`config.mk`:
```
export PLATFORM = sky130hd
export DESIGN_NAME = mem_access_unit_flat
export DESIGN_NICKNAME = d
export VERILOG_FILES = /design/src/rtl/mem_access_unit_if.sv /design/src/rtl/mem_access_unit.sv /design/src/flat_wrapper.sv
export SDC_FILE = /design/constraint.sdc
export NUM_CORES = 1
export LEC_CHECK = 0
export BUFFER_PORTS_ARGS = -buffer_cell sky130_fd_sc_hd__buf_2
export CAP_MARGIN = 40
export CORE_MARGIN = 2
export CORE_UTILIZATION = 41
export CTS_CLUSTER_SIZE = 10
export DETAILED_ROUTE_END_ITERATION = 10
export PLACE_DENSITY_LB_ADDON = 0.05
export REMOVE_ABC_BUFFERS = 1
export SLEW_MARGIN = 20
export SYNTH_ARGS = -nofsm -noshare
export SYNTH_HDL_FRONTEND = slang
export SYNTH_SLANG_ARGS = --single-unit
```
`constraint.sdc`:
```
create_clock -name clk -period 4.6 [get_ports clk]
set_input_delay 0.46 -clock clk [delete_from_list [all_inputs] [get_ports clk]]
set_output_delay 0.46 -clock clk [all_outputs]
set_load 0.03 [all_outputs]
```
`src/rtl/mem_access_unit_if.sv`:
```
// Data-memory bus between mem_access_unit (master) and the data memory (slave).
interface mem_access_unit_if #(
  parameter int ADDR_W = 32
);
  // Handshake: the master raises dmem_req with we/addr/wdata/be stable and keeps all of them
  // unchanged until the slave answers with a one-cycle dmem_ack. dmem_rdata is only meaningful
  // in that ack cycle. The master drops dmem_req on the ack edge. An ack with no request is ignored.
  logic              dmem_req;
  logic              dmem_we;
  logic [ADDR_W-1:0] dmem_addr;
  logic [31:0]       dmem_wdata;
  logic [3:0]        dmem_be;
  logic              dmem_ack;
  logic [31:0]       dmem_rdata;

  modport master (
    output dmem_req, dmem_we, dmem_addr, dmem_wdata, dmem_be,
    input  dmem_ack, dmem_rdata
  );

  modport slave (
    input  dmem_req, dmem_we, dmem_addr, dmem_wdata, dmem_be,
    output dmem_ack, dmem_rdata
  );
endinterface

```
`src/rtl/mem_access_unit.sv`:
```
// Memory-access pipeline stage: drives the req/ack data bus, aligns and extends loads, flags errors.
// Optional bus timeout is enabled by defining MEM_TIMEOUT_EN.
module mem_access_unit #(
  parameter int ADDR_W      = 32,
  parameter int TIMEOUT_CYC = 16
) (
  input  logic              clk,
  input  logic              rst_n,
  input  logic              valid_in,
  input  logic              mem_wEn,
  input  logic              mem_rEn,
  input  logic              load_extend_sign,
  input  logic [1:0]        MemSize,
  input  logic [ADDR_W-1:0] ALU_result,
  input  logic [31:0]       Rdata2,
  output logic              stall,
  output logic              valid_out,
  output logic [31:0]       DataWord,
  output logic              mem_err,
  mem_access_unit_if.master dmem,
  output logic              state_dbg
);

  typedef enum logic {IDLE = 1'b0, REQ = 1'b1} state_t;

  state_t state, state_n;

  logic       access, bad;
  logic [1:0] lane;
  logic       start, done, abort, quick_resp;
  logic       timeout;

  logic       we_q, sign_q;
  logic [1:0] size_q, lane_q;

  logic [31:0] wdata_n;
  logic [3:0]  be_n;
  logic [31:0] shifted, load_ext;

  assign lane   = ALU_result[1:0];
  assign access = valid_in & (mem_wEn | mem_rEn);
  assign bad    = (MemSize == 2'b11) |
                  ((MemSize == 2'b01) & lane[0]) |
                  ((MemSize == 2'b10) & (lane != 2'b00));

  assign state_dbg = (state == REQ);

  // Store data is replicated across lanes so the memory only needs the byte enables.
  always_comb begin
    wdata_n = Rdata2;
    be_n    = 4'b1111;
    case (MemSize)
      2'b00: begin
        wdata_n = {4{Rdata2[7:0]}};
        be_n    = 4'b0001 << lane;
      end
      2'b01: begin
        wdata_n = {2{Rdata2[15:0]}};
        be_n    = 4'b0011 << lane;
      end
      default: begin
        wdata_n = Rdata2;
        be_n    = 4'b1111;
      end
    endcase
  end

  always_comb begin
    shifted  = dmem.dmem_rdata >> {lane_q, 3'b000};
    load_ext = shifted;
    case (size_q)
      2'b00:   load_ext = {{24{sign_q & shifted[7]}}, shifted[7:0]};
      2'b01:   load_ext = {{16{sign_q & shifted[15]}}, shifted[15:0]};
      default: load_ext = shifted;
    endcase
  end

`ifdef MEM_TIMEOUT_EN
  localparam int CNT_W = $clog2(TIMEOUT_CYC + 1);

  logic [CNT_W-1:0] to_cnt;

  // to_cnt holds the number of REQ cycles already spent, so the current cycle is to_cnt+1.
  always_ff @(posedge clk or negedge rst_n) begin
    if (!rst_n) begin
      to_cnt <= '0;
    end else if (start) begin
      to_cnt <= '0;
    end else if ((state == REQ) && !dmem.dmem_ack) begin
      to_cnt <= to_cnt + 1'b1;
    end
  end

  assign timeout = (state == REQ) && ((int'(to_cnt) + 1) >= TIMEOUT_CYC);
`else
  // Without the timeout the bus waits indefinitely and TIMEOUT_CYC has no effect.
  assign timeout = (TIMEOUT_CYC < 0);
`endif

  always_comb begin
    state_n    = state;
    stall      = 1'b0;
    start      = 1'b0;
    done       = 1'b0;
    abort      = 1'b0;
    quick_resp = 1'b0;
    case (state)
      IDLE: begin
        if (access && !bad) begin
          stall   = 1'b1;
          start   = 1'b1;
          state_n = REQ;
        end else if (valid_in) begin
          quick_resp = 1'b1;
        end
      end
      REQ: begin
        stall = !dmem.dmem_ack;
        if (dmem.dmem_ack) begin
          done    = 1'b1;
          state_n = IDLE;
        end else if (timeout) begin
          stall   = 1'b0;
          abort   = 1'b1;
          state_n = IDLE;
        end
      end
      default: state_n = IDLE;
    endcase
  end

  always_ff @(posedge clk or negedge rst_n) begin
    if (!rst_n) begin
      state <= IDLE;
    end else begin
      state <= state_n;
    end
  end

  always_ff @(posedge clk or negedge rst_n) begin
    if (!rst_n) begin
      we_q            <= 1'b0;
      sign_q          <= 1'b0;
      size_q          <= 2'b00;
      lane_q          <= 2'b00;
      dmem.dmem_req   <= 1'b0;
      dmem.dmem_we    <= 1'b0;
      dmem.dmem_addr  <= '0;
      dmem.dmem_wdata <= '0;
      dmem.dmem_be    <= '0;
      valid_out       <= 1'b0;
      mem_err         <= 1'b0;
      DataWord        <= '0;
    end else begin
      valid_out <= 1'b0;
      mem_err   <= 1'b0;
      if (start) begin
        we_q            <= mem_wEn;
        sign_q          <= load_extend_sign;
        size_q          <= MemSize;
        lane_q          <= lane;
        dmem.dmem_req   <= 1'b1;
        dmem.dmem_we    <= mem_wEn;
        dmem.dmem_addr  <= {ALU_result[ADDR_W-1:2], 2'b00};
        dmem.dmem_wdata <= wdata_n;
        dmem.dmem_be    <= mem_wEn ? be_n : 4'b0000;
      end
      // Non-memory instructions and rejected accesses answer without touching the bus.
      if (quick_resp) begin
        valid_out <= 1'b1;
        mem_err   <= access;
        DataWord  <= '0;
      end
      if (done) begin
        dmem.dmem_req <= 1'b0;
        valid_out     <= 1'b1;
        DataWord      <= we_q ? 32'h0 : load_ext;
      end
      if (abort) begin
        dmem.dmem_req <= 1'b0;
        valid_out     <= 1'b1;
        mem_err       <= 1'b1;
        DataWord      <= '0;
      end
    end
  end

endmodule
```
`src/flat_wrapper.sv`:
```
// flat-port wrapper written by rule: the top's interface ports become plain ports
module mem_access_unit_flat 
#(
  parameter int ADDR_W      = 32,
  parameter int TIMEOUT_CYC = 16
)
  (clk, rst_n, valid_in, mem_wEn, mem_rEn, load_extend_sign, MemSize, ALU_result, Rdata2, stall, valid_out, DataWord, mem_err, state_dbg, dmem_dmem_req, dmem_dmem_we, dmem_dmem_addr, dmem_dmem_wdata, dmem_dmem_be, dmem_dmem_ack, dmem_dmem_rdata);
  mem_access_unit_if #(.ADDR_W(ADDR_W)) dmem_i ();
  input  logic clk;
  input  logic rst_n;
  input  logic valid_in;
  input  logic mem_wEn;
  input  logic mem_rEn;
  input  logic load_extend_sign;
  input  logic [1:0] MemSize;
  input  logic [ADDR_W-1:0] ALU_result;
  input  logic [31:0] Rdata2;
  output logic stall;
  output logic valid_out;
  output logic [31:0] DataWord;
  output logic mem_err;
  output logic state_dbg;
  output wire logic [$bits(dmem_i.dmem_req)-1:0] dmem_dmem_req;
  output wire logic [$bits(dmem_i.dmem_we)-1:0] dmem_dmem_we;
  output wire logic [$bits(dmem_i.dmem_addr)-1:0] dmem_dmem_addr;
  output wire logic [$bits(dmem_i.dmem_wdata)-1:0] dmem_dmem_wdata;
  output wire logic [$bits(dmem_i.dmem_be)-1:0] dmem_dmem_be;
  input wire logic [$bits(dmem_i.dmem_ack)-1:0] dmem_dmem_ack;
  input wire logic [$bits(dmem_i.dmem_rdata)-1:0] dmem_dmem_rdata;
  assign dmem_dmem_req = dmem_i.dmem_req;
  assign dmem_dmem_we = dmem_i.dmem_we;
  assign dmem_dmem_addr = dmem_i.dmem_addr;
  assign dmem_dmem_wdata = dmem_i.dmem_wdata;
  assign dmem_dmem_be = dmem_i.dmem_be;
  assign dmem_i.dmem_ack = dmem_dmem_ack;
  assign dmem_i.dmem_rdata = dmem_dmem_rdata;
  mem_access_unit #(.ADDR_W(ADDR_W), .TIMEOUT_CYC(TIMEOUT_CYC)) u_core (.clk(clk), .rst_n(rst_n), .valid_in(valid_in), .mem_wEn(mem_wEn), .mem_rEn(mem_rEn), .load_extend_sign(load_extend_sign), .MemSize(MemSize), .ALU_result(ALU_result), .Rdata2(Rdata2), .stall(stall), .valid_out(valid_out), .DataWord(DataWord), .mem_err(mem_err), .dmem(dmem_i), .state_dbg(state_dbg));
endmodule
```
# Yosys cells after proc, flatten, opt, wreduce, memory -nomap -nowiden
# Cells that the tools add are included.
# word_totals
inputBits	105
wordCells	58
ff_bits	108
# classes
n_reduce_logical	8
eq_ne	4
bitwise_logic	9
mux	22
shift	3
# ops
cell	n
$pmux W32 S2	2
$mux W32	3
$shr A32 B5 Y32	1
$mux W1	13
$pmux W4 S2	1
$reduce_bool A2 Y1	3
$and A1 B1 Y1	5
$eq A2 B1 Y1 const B	2
$eq A2 B2 Y1 const B	2
$logic_not A2 Y1	2
$mux W4	1
$pmux W1 S2	2
$shl A1 B2 Y4 const A	1
$shl A2 B2 Y4 const A	1
$or A1 B1 Y1	3
$logic_not A1 Y1	2
$logic_and A1 B1 Y1	1
$not A1 Y1	1

# Logic depth before layout (Yosys ltp)
# Gate-level depths: netlist of the first run.
# logic_depth
ltp_word	10
ltp_mapped	7
ltp_nobuf	4

# Least setup slack after synthesis of the first run
# No wires, ideal clock.
# synth_timing
kind	input -> output
startpoint	input MemSize[0]
endpoint	output stall
stages	6
n_path_buf	3
required_time_ns	4.140
arrival_time_ns	1.647
slack_ns	2.493
cell_sequence	clkbuf_2 -> a21oi_2 -> o221ai_2 -> buf_4 -> buf_2 -> o21ai_0
# synth_via
elab_chain_len	8
elab_cells_between_ends	11
cone_classes	3 x eq/ne; 2 x mux; 4 x bitwise; 2 x reduce/logical
# synth_lines
item	line_no	rtl
start, declared	flat_wrapper.sv:15	input logic [1:0] MemSize;
$eq A2 B1 Y1	mem_access_unit.sv:43	((MemSize == 2'b01) & lane[0]) |
$and A1 B1 Y1	mem_access_unit.sv:43	
$or A1 B1 Y1	mem_access_unit.sv:42	assign bad = (MemSize == 2'b11) |
$or A1 B1 Y1 (*)	mem_access_unit.sv:43	
$logic_not A1 Y1 (*)	mem_access_unit.sv:109	if (access && !bad) begin
$logic_and A1 B1 Y1 (*)	mem_access_unit.sv:109	
$mux W1 (*)	mem_access_unit.sv:109	
$pmux W1 S2 (*)	mem_access_unit.sv:107	case (state)
end, declared	flat_wrapper.sv:18	output logic stall;
# Mark *: on every way between the ends. The rest lies on a longest branch, timed or not.

# Final worst setup path of the first run
# layout_timing
startpoint	register u_core.lane_q[1]
endpoint	register u_core.DataWord[22]
# layout_via
elab_chain_len	5
elab_cells_between_ends	6
cone_classes	1 x shift; 3 x mux; 2 x bitwise
# layout_lines
item	line_no	rtl
start, declared	mem_access_unit.sv:34	logic [1:0] size_q, lane_q;
start signal, assigned	mem_access_unit.sv:161	lane_q <= lane;
$shr A32 B5 Y32 (*)	mem_access_unit.sv:69	shifted = dmem.dmem_rdata >> {lane_q, 3'b000};
$and A1 B1 Y1, on equally long branches	mem_access_unit.sv:73, mem_access_unit.sv:72	
$pmux W32 S2 (*)	mem_access_unit.sv:71	case (size_q)
$mux W32 (*)	mem_access_unit.sv:177	DataWord <= we_q ? 32'h0 : load_ext;
$mux W32 (*)	mem_access_unit.sv:174	if (done) begin
end signal, assigned	mem_access_unit.sv:177	
end, declared	mem_access_unit.sv:18	output logic [31:0] DataWord,
# Marks and branches as above.
# A chain may end at the register's enable or synchronous reset.

==> impl_metrics.yaml, run 1 <==
global_routing:
  grt_max_degree: 53
  grt_use_met3_pct: 7.517
  grt_remaining_overflow: 0
  grt_use_total_pct: 19.99
  grt_pass1_vias: 4061
  grt_pass1_wl_um: 20490
  grtUsageMet1_pct: 24.48
  top_usage_layer: "met2"
  antenna_found_initial: 0
  grt_util_met2_pct: 32.90
synth:
  yosys-top-cells-count: "dfrtp_1, o21ai_0, mux2i_1, nand2_1, mux2_2"
  ys.flop_type: "dfrtp_1"
  synth_top_area_share_pct: 53.80
  synth_edf_count: 0
  syn_inst: 429
  ys_seq_area_share_pct: 53.80
  syn-cell-area_sq_um: 5024
  syn_area_per_cell_sq_um: 11.71
  ys_ff_latch: 108
  ys_top_cells_by_area: "dfrtp_1, mux2i_1, mux2_2"
  synth.distinct_cells: 40
  synth_top_cell_by_area: "dfrtp_1"
  async_flop_share_pct: 100.0
  ys_warn_count: 0
  yosys.cell_count.top_type: "dfrtp_1"
cts:
  cts-hold-fix-buffers: 0
  clk_pin_slew_ns: 0.07
  root_buffer: "clkbuf_16"
  post_cts_buffers: 0
  clk_latency_ns: 0.35
  cts_tree: "yes"
  max-clock-path-buffers: 2
  post_cts_resized: 0
  cts_made_buffers: 9
  numClockSinks: 108
  cts_max_level: 3
routing:
  via_per_inst: 5.208
  drc: 0
  postRouteWirelength_um: 12620
  num_vias: 4010
  drt_iter0_drc: 269
  drtAntennaViolNets: 0
  firstDrtPassIters: 4
  wl_per_cell_um: 16.39
floorplanning:
  start_util_pct: 42.00
  ios: 211
  dieArea_sq_um: 13150
  dieWidth_um: 114.7
  die_y_um: 114.7
  coreArea_sq_um: 11960
  num_rows: 40
pwr:
  power.density_nw_per_um2: 500.0
  p_leak_nw: 3.338
  ir_drop_uv: 240.0
  p_total_mw: 3.199
sta:
  tightest_slew_ns: 0.7774
  finalMaxSlewViolations: 0
  finalCritPeriodShare_pct: 51.63
  max_slew_margin_pct: 47.98
  rsz0062_at_grt: "false"
  layout_min_cycle_time_ns: 2.375
  setup-tns-final_ns: 0
  fin_skew_ns: 0.004331
  final-setup-viol-count: 0
  clock.fmax_mhz: 421.1
  hold_viol_final: 0
worst_setup_path:
  crit_required_ns: 4.83
  crit_start: "u_core.lane_q[1]"
  worstPathMaxFanout: 18
  cp-start-kind: "flop"
  reg2reg_from: "u_core.lane_q[1]"
  worstPathArrival_ns: 2.61
  worstSetupPathType: "flop to flop"
  worstSetupEndpointType: "flop"
run_status:
  status: "completed"
min_path:
  holdCritPathClass: "input port to async pin"
placement:
  numPortBuffers: 208
  dp_hpwl_um: 8924
  gp_congestion: 0.7803
layout:
  fillers: 1143
  syn_to_final_growth_pct: 27.35
  drive_above_1_share_pct: 43.18
  seq_area_sq_um: 2703
  final_nets: 727
  n_antenna_cell: 0
  multi_input_area_sq_um: 2110
job:
  cap_violations: 0
## path summary, 6_finish.rpt
check	to	slack [ns]	cells after the start
max	u_core.DataWord[22]	2.23	6
max in group asynchronous	u_core.dmem.dmem_be[1]	3.75	2
min	u_core.DataWord[25]	0.04	1
min in group clk	u_core.dmem.dmem_addr[22]	0.32	2
min reg2reg	u_core.dmem.dmem_wdata[20]	0.47	2
max reg2reg	u_core.DataWord[22]	2.23	6
## where the power goes
part | internal, mW | switching [mW]
Clock | 0.371 | 0.323
Sequential | 1.17 | 0.143
Combinational | 0.418 | 0.775
Total | 1.96 | 1.24
## placed cells by master (no fill, tap or decap), types with 2 or more instances in the layout
master       n
a211o_1     15
a21oi_1     15
a21oi_2      2
a221o_1      8
a32o_1       7
buf_2      207
buf_4        6
clkbuf_1     2
clkbuf_16    9
conb_1       2
dfrtp_1    108
inv_1        4
mux2_1      13
mux2_2      32
mux2i_1     40
nand2_1     37
nand3b_1     9
nor2_1      24
nor2b_1      9
o21ai_0     44
o2bb2ai_1    8
or2_2        2
## registers in the layout (all words and copies together), names as in the netlist
signal,cells
u_core.lane_q,2
u_core.dmem.dmem_addr,30
u_core.DataWord,32
u_core.dmem.dmem_wdata,32
u_core.sign_q,1
u_core.mem_err,1
u_core.dmem.dmem_req,1
u_core.state_dbg,1
u_core.dmem.dmem_be,4
u_core.size_q,2
u_core.dmem.dmem_we,1
u_core.valid_out,1
## worst max-delay path: stages (launching register included)
cell     delay [ns]
dfrtp_1        0.74
buf_4          0.35
mux2_2         0.39
a22oi_2        0.17
a21oi_2        0.16
buf_6          0.18
a211o_1        0.26
## routing by layer
metal	wire length, um	share of wire, %
met5	0	0
met3	1031	8.2
met1	5442	43
met2	5962	47
met4	180	1.4
## cell type report
type	instances	share of cell area [%]
inverters	4	0.2347
repair buffers	216	17.82
flip-flops and latches	108	42.25
well taps	147	2.875
multi-input cells	283	32.97
clock buffers	12	3.853
## cell families after synthesis
family / count (synthesis) / synth area share [%]
AOI/OAI and AO/OA: 106 / 14.55
other: 1 / 0.07465
buffers and inverters: 39 / 4.583
xor gates and xnor gates: 1 / 0.1744
muxes: 86 / 18.51
and+or+nand+nor: 88 / 8.319
DFF: 108 / 53.80
## stage by stage
stage	instance area, sq um	std cells	worst slack, ns	hold WS (ns)	utilization (%)
global route	6397	770	2.060	0.05320	53.48
floorplan	4812	395	0.09124	0.1644	-
detailed placement	6140	757	1.961	0.4260	51.33
CTS	6386	769	2.089	0.04504	53.39
global placement	6092	755	1.912	0.4575	50.93
finish	6397	770	2.225	0.04250	53.48
Note: power is estimated with default switching activity, not from simulation.
==> run 2: changes to the inputs <==
Settings changed: ABC_AREA from default to 1.
Clock period 4.6 ns to 2.1 ns, I/O delays scaled along.
==> impl_metrics.yaml, run 2 <==
run_status:
  status: "completed"
cts:
  cts-hold-fix-buffers: 1
  post_cts_resized: 0
  max-clock-path-buffers: 2
  post_cts_buffers: 0
  clk_pin_slew_ns: 0.07
  cts_made_buffers: 9
  cts_max_level: 3
  clk_latency_ns: 0.35
  numClockSinks: 108
  root_buffer: "clkbuf_16"
  cts_tree: "yes"
layout:
  final_common_cell: "nand2_1"
  syn_to_final_growth_pct: 29.22
  utilization_pct: 53.93
  final_nets: 993
  final_cell_mix: "nand2_1, buf_2, dfrtp_1"
  drive_above_1_share_pct: 28.78
  top_regs: "u_core.DataWord x32, u_core.dmem.dmem_wdata x32, u_core.dmem.dmem_addr x30"
synth:
  synth_top_area_share_pct: 51.53
  yosys-top-cells-count: "nand2_1, dfrtp_1, nand3_1, a21oi_1, o21ai_0"
  async_flop_share_pct: 100.0
  synth.distinct_cells: 21
  synth_edf_count: 0
  yosys.cell_count.top_type: "nand2_1"
  ys_ff_latch: 108
  ys_seq_area_share_pct: 51.53
  syn_area_per_cell_sq_um: 7.558
  syn-cell-area_sq_um: 5245
  syn_inst: 694
  synth_top_cell_by_area: "dfrtp_1"
  ys.flop_type: "dfrtp_1"
  ys_warn_count: 0
  ys_top_cells_by_area: "dfrtp_1, nand2_1, nand3_1"
worst_setup_path:
  reg2reg_from: "u_core.lane_q[0]"
  rr_endpoint: "u_core.DataWord[20]"
  slowest_delay_ns: 0.42
  worstSetupPathType: "flop to output port"
  path_delay_family: "buffers and inverters"
  cp-start-kind: "flop"
  reg2reg_slack_ns: 0.44
  worstSetupEndpointType: "output port"
  crit_path_cell_trace: "inv_1 -> nand3_4 -> buf_4 -> o21ai_0 -> buf_2"
  worstPathArrival_ns: 1.54
  reg2reg_depth: 7
  crit_required_ns: 1.89
  worstPathMaxFanout: 19
  crit_slowest_cell: "dfrtp_1"
  worst-path-buf-inv: 3
sta:
  finalMaxSlewViolations: 0
  hold_viol_final: 0
  final-setup-viol-count: 0
  clock.fmax_mhz: 571.1
  setup_slack_ns: 0.3491
  fin_hold_ws_ns: 0.04780
  fin_skew_ns: 0.005538
  layout_min_cycle_time_ns: 1.751
  rsz0062_at_grt: "false"
  finalCritPeriodShare_pct: 83.38
  tightest_slew_ns: 0.7299
  setup-tns-final_ns: 0
  max_slew_margin_pct: 51.34
routing:
  via_per_inst: 4.849
  drtAntennaViolNets: 0
  highest_layer: "met4"
  postRouteWirelength_um: 14960
  firstDrtPassIters: 4
  wl_met2_um: 6988
  drc: 0
  dr_wl_met3_um: 1188
  drt_iter0_drc: 410
  drt-met1-wl_um: 6542
  wl_per_cell_um: 14.03
  num_vias: 5169
min_path:
  hp-start: "ALU_result[27]"
  holdCritPathClass: "input port to flop"
  hold_depth: 3
  hold_path_end: "u_core.dmem.dmem_addr[27]"
global_routing:
  grt_use_total_pct: 22.23
  grt_remaining_overflow: 0
  grt_max_degree: 80
  grt_pass1_wl_um: 23620
  grt_pass1_vias: 4772
  antenna_found_initial: 0
floorplanning:
  start_util_pct: 41.73
  dieArea_sq_um: 13710
  dieWidth_um: 117.1
  num_rows: 41
  coreArea_sq_um: 12570
  ios: 211
  die_y_um: 117.1
job:
  cap_violations: 0
placement:
  gp_congestion: 0.8346
  dp_hpwl_um: 10680
  numPortBuffers: 208
  preCtsSetupSlack_ns: 0.3805
pwr:
  p_total_mw: 7.393
  power.density_nw_per_um2: 1091
  p_leak_nw: 3.982
  ir_drop_uv: 543.1
## run 2: changes by cell type after synthesis, moves of 13 or more
cell     delta
mux2_1     -13
nand3_1    +68
mux2_2     -32
nor2_1     -22
nand2_1   +315
a211o_1    -15
mux2i_1    -40
a21oi_1    +33
## run 2: final cells by class
| type | instances | area, sq um |
|---|---|---|
| antenna | 1 | 2.502 |
| inverter | 18 | 67.56 |
| fill | 1248 | 5791 |
| multi-input combinational | 523 | 2222 |
| clock inverter | 6 | 95.09 |
| timing repair buffer | 228 | 1234 |
| tap | 172 | 215.2 |
| clock buffer | 10 | 239.0 |
| sequential | 108 | 2703 |
## run 2: routing by layer
| metal | vias up | track usage, % |
|---|---|---|
| met5 | - | 0 |
| met4 | 0 | 6.745 |
| met3 | 16 | 7.106 |
| met2 | 173 | 34.45 |
| met1 | 2395 | 30.04 |
| li1 | 2585 | - |
## run 2: kinds of logic after synthesis
logic type	after synthesis	share of synthesized area (%)
other cells	1	0.07150
simple gates	434	33.92
compound gates	87	8.302
flops	108	51.53
buf+inv	64	6.178
## run 2: how the worst max path moves through the flow
| stage | start | endpoint | slack, ns | cells past startpoint |
|---|---|---|---|---|
| floorplan | u_core.lane_q[0] | u_core.DataWord[16] | -0.02 | 7 |
| global placement | mem_wEn | u_core.dmem.dmem_req | 0.44 | 7 |
| detailed placement | mem_wEn | u_core.dmem.dmem_wdata[8] | 0.38 | 6 |
| CTS | u_core.state_dbg | stall | 0.33 | 5 |
| global route | u_core.state_dbg | stall | 0.21 | 5 |
| finish | u_core.state_dbg | stall | 0.35 | 5 |
## run 2: stage by stage
stage | cell area (sq um) | std cells
finish | 6778 | 1066
CTS | 6755 | 1064
detailed placement | 6411 | 1047
global route | 6775 | 1065
global placement | 6411 | 1047
floorplan | 4992 | 649
## run 2: worst register-to-register path, cell delays in order, from the launching register on
cell	delay, ns
dfrtp_1	0.38
buf_4	0.22
nand2_1	0.09
nand3_1	0.15
nand3_4	0.18
nand3_2	0.31
nand2_1	0.16
nand2_1	0.06
## run 2: where the power goes
| part | internal, mW | switching [mW] | total [mW] |
|---|---|---|---|
| combinational | 0.783 | 1.95 | 2.73 |
| sequential | 2.53 | 0.254 | 2.78 |
| clock | 1.09 | 0.796 | 1.88 |
| total | 4.40 | 3.00 | 7.39 |
==> run 3: changes to the inputs <==
Clock period 2.1 ns to 1.7 ns, I/O delays scaled along.
==> impl_metrics.yaml, run 3 (synthesis results as in run 2) <==
cts:
  cts_max_level: 3
  cts_made_buffers: 9
  post_cts_buffers: 0
  clk_pin_slew_ns: 0.07
  cts_tree: "yes"
  root_buffer: "clkbuf_16"
  clk_latency_ns: 0.35
  max-clock-path-buffers: 2
  numClockSinks: 108
global_routing:
  grt_pass1_wl_um: 23610
  grt_use_total_pct: 22.04
  antenna_found_initial: 0
  grt_pass1_vias: 4910
  grt_max_degree: 56
  grt_remaining_overflow: 0
sta:
  clock.fmax_mhz: 645.9
  finalMaxSlewViolations: 0
  finalCritPeriodShare_pct: 91.07
  rsz0062_at_grt: "false"
  layout_min_cycle_time_ns: 1.548
  tightest_slew_ns: 0.7170
  setup_slack_ns: 0.1519
  final-setup-viol-count: 0
  fin_skew_ns: 0.004126
  hold_viol_final: 0
  max_slew_margin_pct: 52.02
layout:
  top_regs: "u_core.DataWord x32, u_core.dmem.dmem_wdata x32, u_core.dmem.dmem_addr x30"
  fillers: 1277
  seq_area_sq_um: 2703
  final_common_cell: "nand2_1"
  final_nets: 995
  final_cell_mix: "nand2_1, buf_2, dfrtp_1"
  instances_no_fill: 1066
  drive_above_1_share_pct: 28.64
  n_antenna_cell: 0
  utilization_pct: 53.88
  multi_input_area_sq_um: 2230
  syn_to_final_growth_pct: 29.10
routing:
  postRouteWirelength_um: 15060
  drtAntennaViolNets: 0
  firstDrtPassIters: 4
  wl_per_cell_um: 14.13
  drt_iter0_drc: 355
  drc: 0
  via_per_inst: 4.837
  num_vias: 5156
worst_setup_path:
  crit_required_ns: 1.53
  worst-path-buf-inv: 2
  worstSetupEndpointType: "output port"
  reg2reg_slack_ns: 0.21
  worstPathArrival_ns: 1.38
  crit_path_cell_trace: "inv_1 -> nand3_4 -> o21ai_0 -> buf_2"
  worst-path-stages: 4
  crit_slowest_cell: "dfrtp_1"
  reg2reg_depth: 7
  rr_endpoint: "u_core.DataWord[18]"
  reg2reg_from: "u_core.lane_q[0]"
  crit_start: "u_core.state_dbg"
  crit_end: "stall"
  slowest_delay_ns: 0.42
  cp-start-kind: "flop"
  worstSetupPathType: "flop to output port"
  worstPathMaxFanout: 5
  path_delay_family: "flip-flops"
floorplanning:
  dieArea_sq_um: 13710
  num_rows: 41
  dieWidth_um: 117.1
  ios: 211
  die_y_um: 117.1
  coreArea_sq_um: 12570
  start_util_pct: 41.73
pwr:
  intPower_mw: 5.251
  p_sw_mw: 3.679
  ir_drop_uv: 578.0
  power.density_nw_per_um2: 1319
  p_comb_share_pct: 38.0
  clkPwrFrac_pct: 23.5
  p_seq_share_pct: 38.5
  p_leak_nw: 3.981
  sw_frac_of_total_pct: 41.20
job:
  cap_violations: 0
run_status:
  status: "completed"
placement:
  dp_hpwl_um: 10710
  dp_cells: 1048
  numPortBuffers: 208
  preCtsSetupSlack_ns: 0.03974
  gp_congestion: 0.8576
min_path:
  holdCritPathClass: "input port to flop"
==> run 3: cell count changes in the layout (fill, tap and decap cells not counted), sizes merged <==
| cell | change |
|---|---|
| bufinv | -1 |
| clkinv | +2 |
| clkinvlp | -1 |
| clkbuf | -1 |
| diode | -1 |
| dlygate4sd3 | +2 |
==> run 3: worst min-delay path, stage by stage <==
cell and delay, ns:
buf_2 0.08, nand2_1 0.04, nand2_1 0.04
==> run 3: timing repair <==
item                                    4_1_cts  5_1_grt
endpoints found under the setup margin        0       16
gates resized for setup                       0        1
hold buffers                                  3        0
hold endpoints to repair                     21        0
==> run 3: metrics by stage <==
| step | instance area (sq um) | hold WS [ns] | power [mW] | setup TNS [ns] |
|---|---|---|---|---|
| floorplan | 4992 | -0.1256 | 5.625 | -27.96 |
| global placement | 6444 | 0.08650 | 6.847 | 0 |
| detailed placement | 6444 | 0.08956 | 6.889 | 0 |
| CTS | 6764 | 0.003158 | 9.011 | 0 |
| global route | 6771 | 0.007770 | 9.508 | 0 |
| finish | 6771 | 0.01241 | 8.930 | 0 |
==> run 3: power by group through the flow <==
stage          Clock, mW  Sequential, mW  Combinational [mW]
6_report            2.10            3.44                3.40
5_1_grt             2.26            3.51                3.75
4_1_cts             2.15            3.44                3.42
3_5_place_dp           0            3.47                3.42
3_3_place_gp           0            3.46                3.39
2_1_floorplan          0            4.57                1.05
==> run 3: area by class of cell <==
class	instances	share of cell area [%]
sequential	108	39.91
multi-input combinational	523	32.93
timing repair buffer	230	18.70
clock buffer	9	3.326
tap	172	3.178
inverter	18	0.9978
clock inverter	6	0.9608
==> run 3: worst min-delay path by stage <==
stage / start / end / slack, ns / cells after the start
after floorplan: rst_n / u_core.DataWord[0] / -0.13 / 0
after global placement: rst_n / u_core.mem_err / 0.09 / 1
after detailed placement: rst_n / u_core.mem_err / 0.09 / 1
after CTS: ALU_result[15] / u_core.dmem.dmem_addr[15] / 0.003 / 3
after global routing: ALU_result[12] / u_core.dmem.dmem_addr[12] / 0.008 / 3
final: ALU_result[31] / u_core.dmem.dmem_addr[31] / 0.01 / 3
==> run 3: metal layers <==
layer  vias up  part of all wire, %  track usage (%)
met4         0                  1.4            7.216
met1      2366                   43            28.35
met2       191                   47            36.26
met3        14                  8.2            5.973
li1       2585                    -                -
met5         -                    0                0
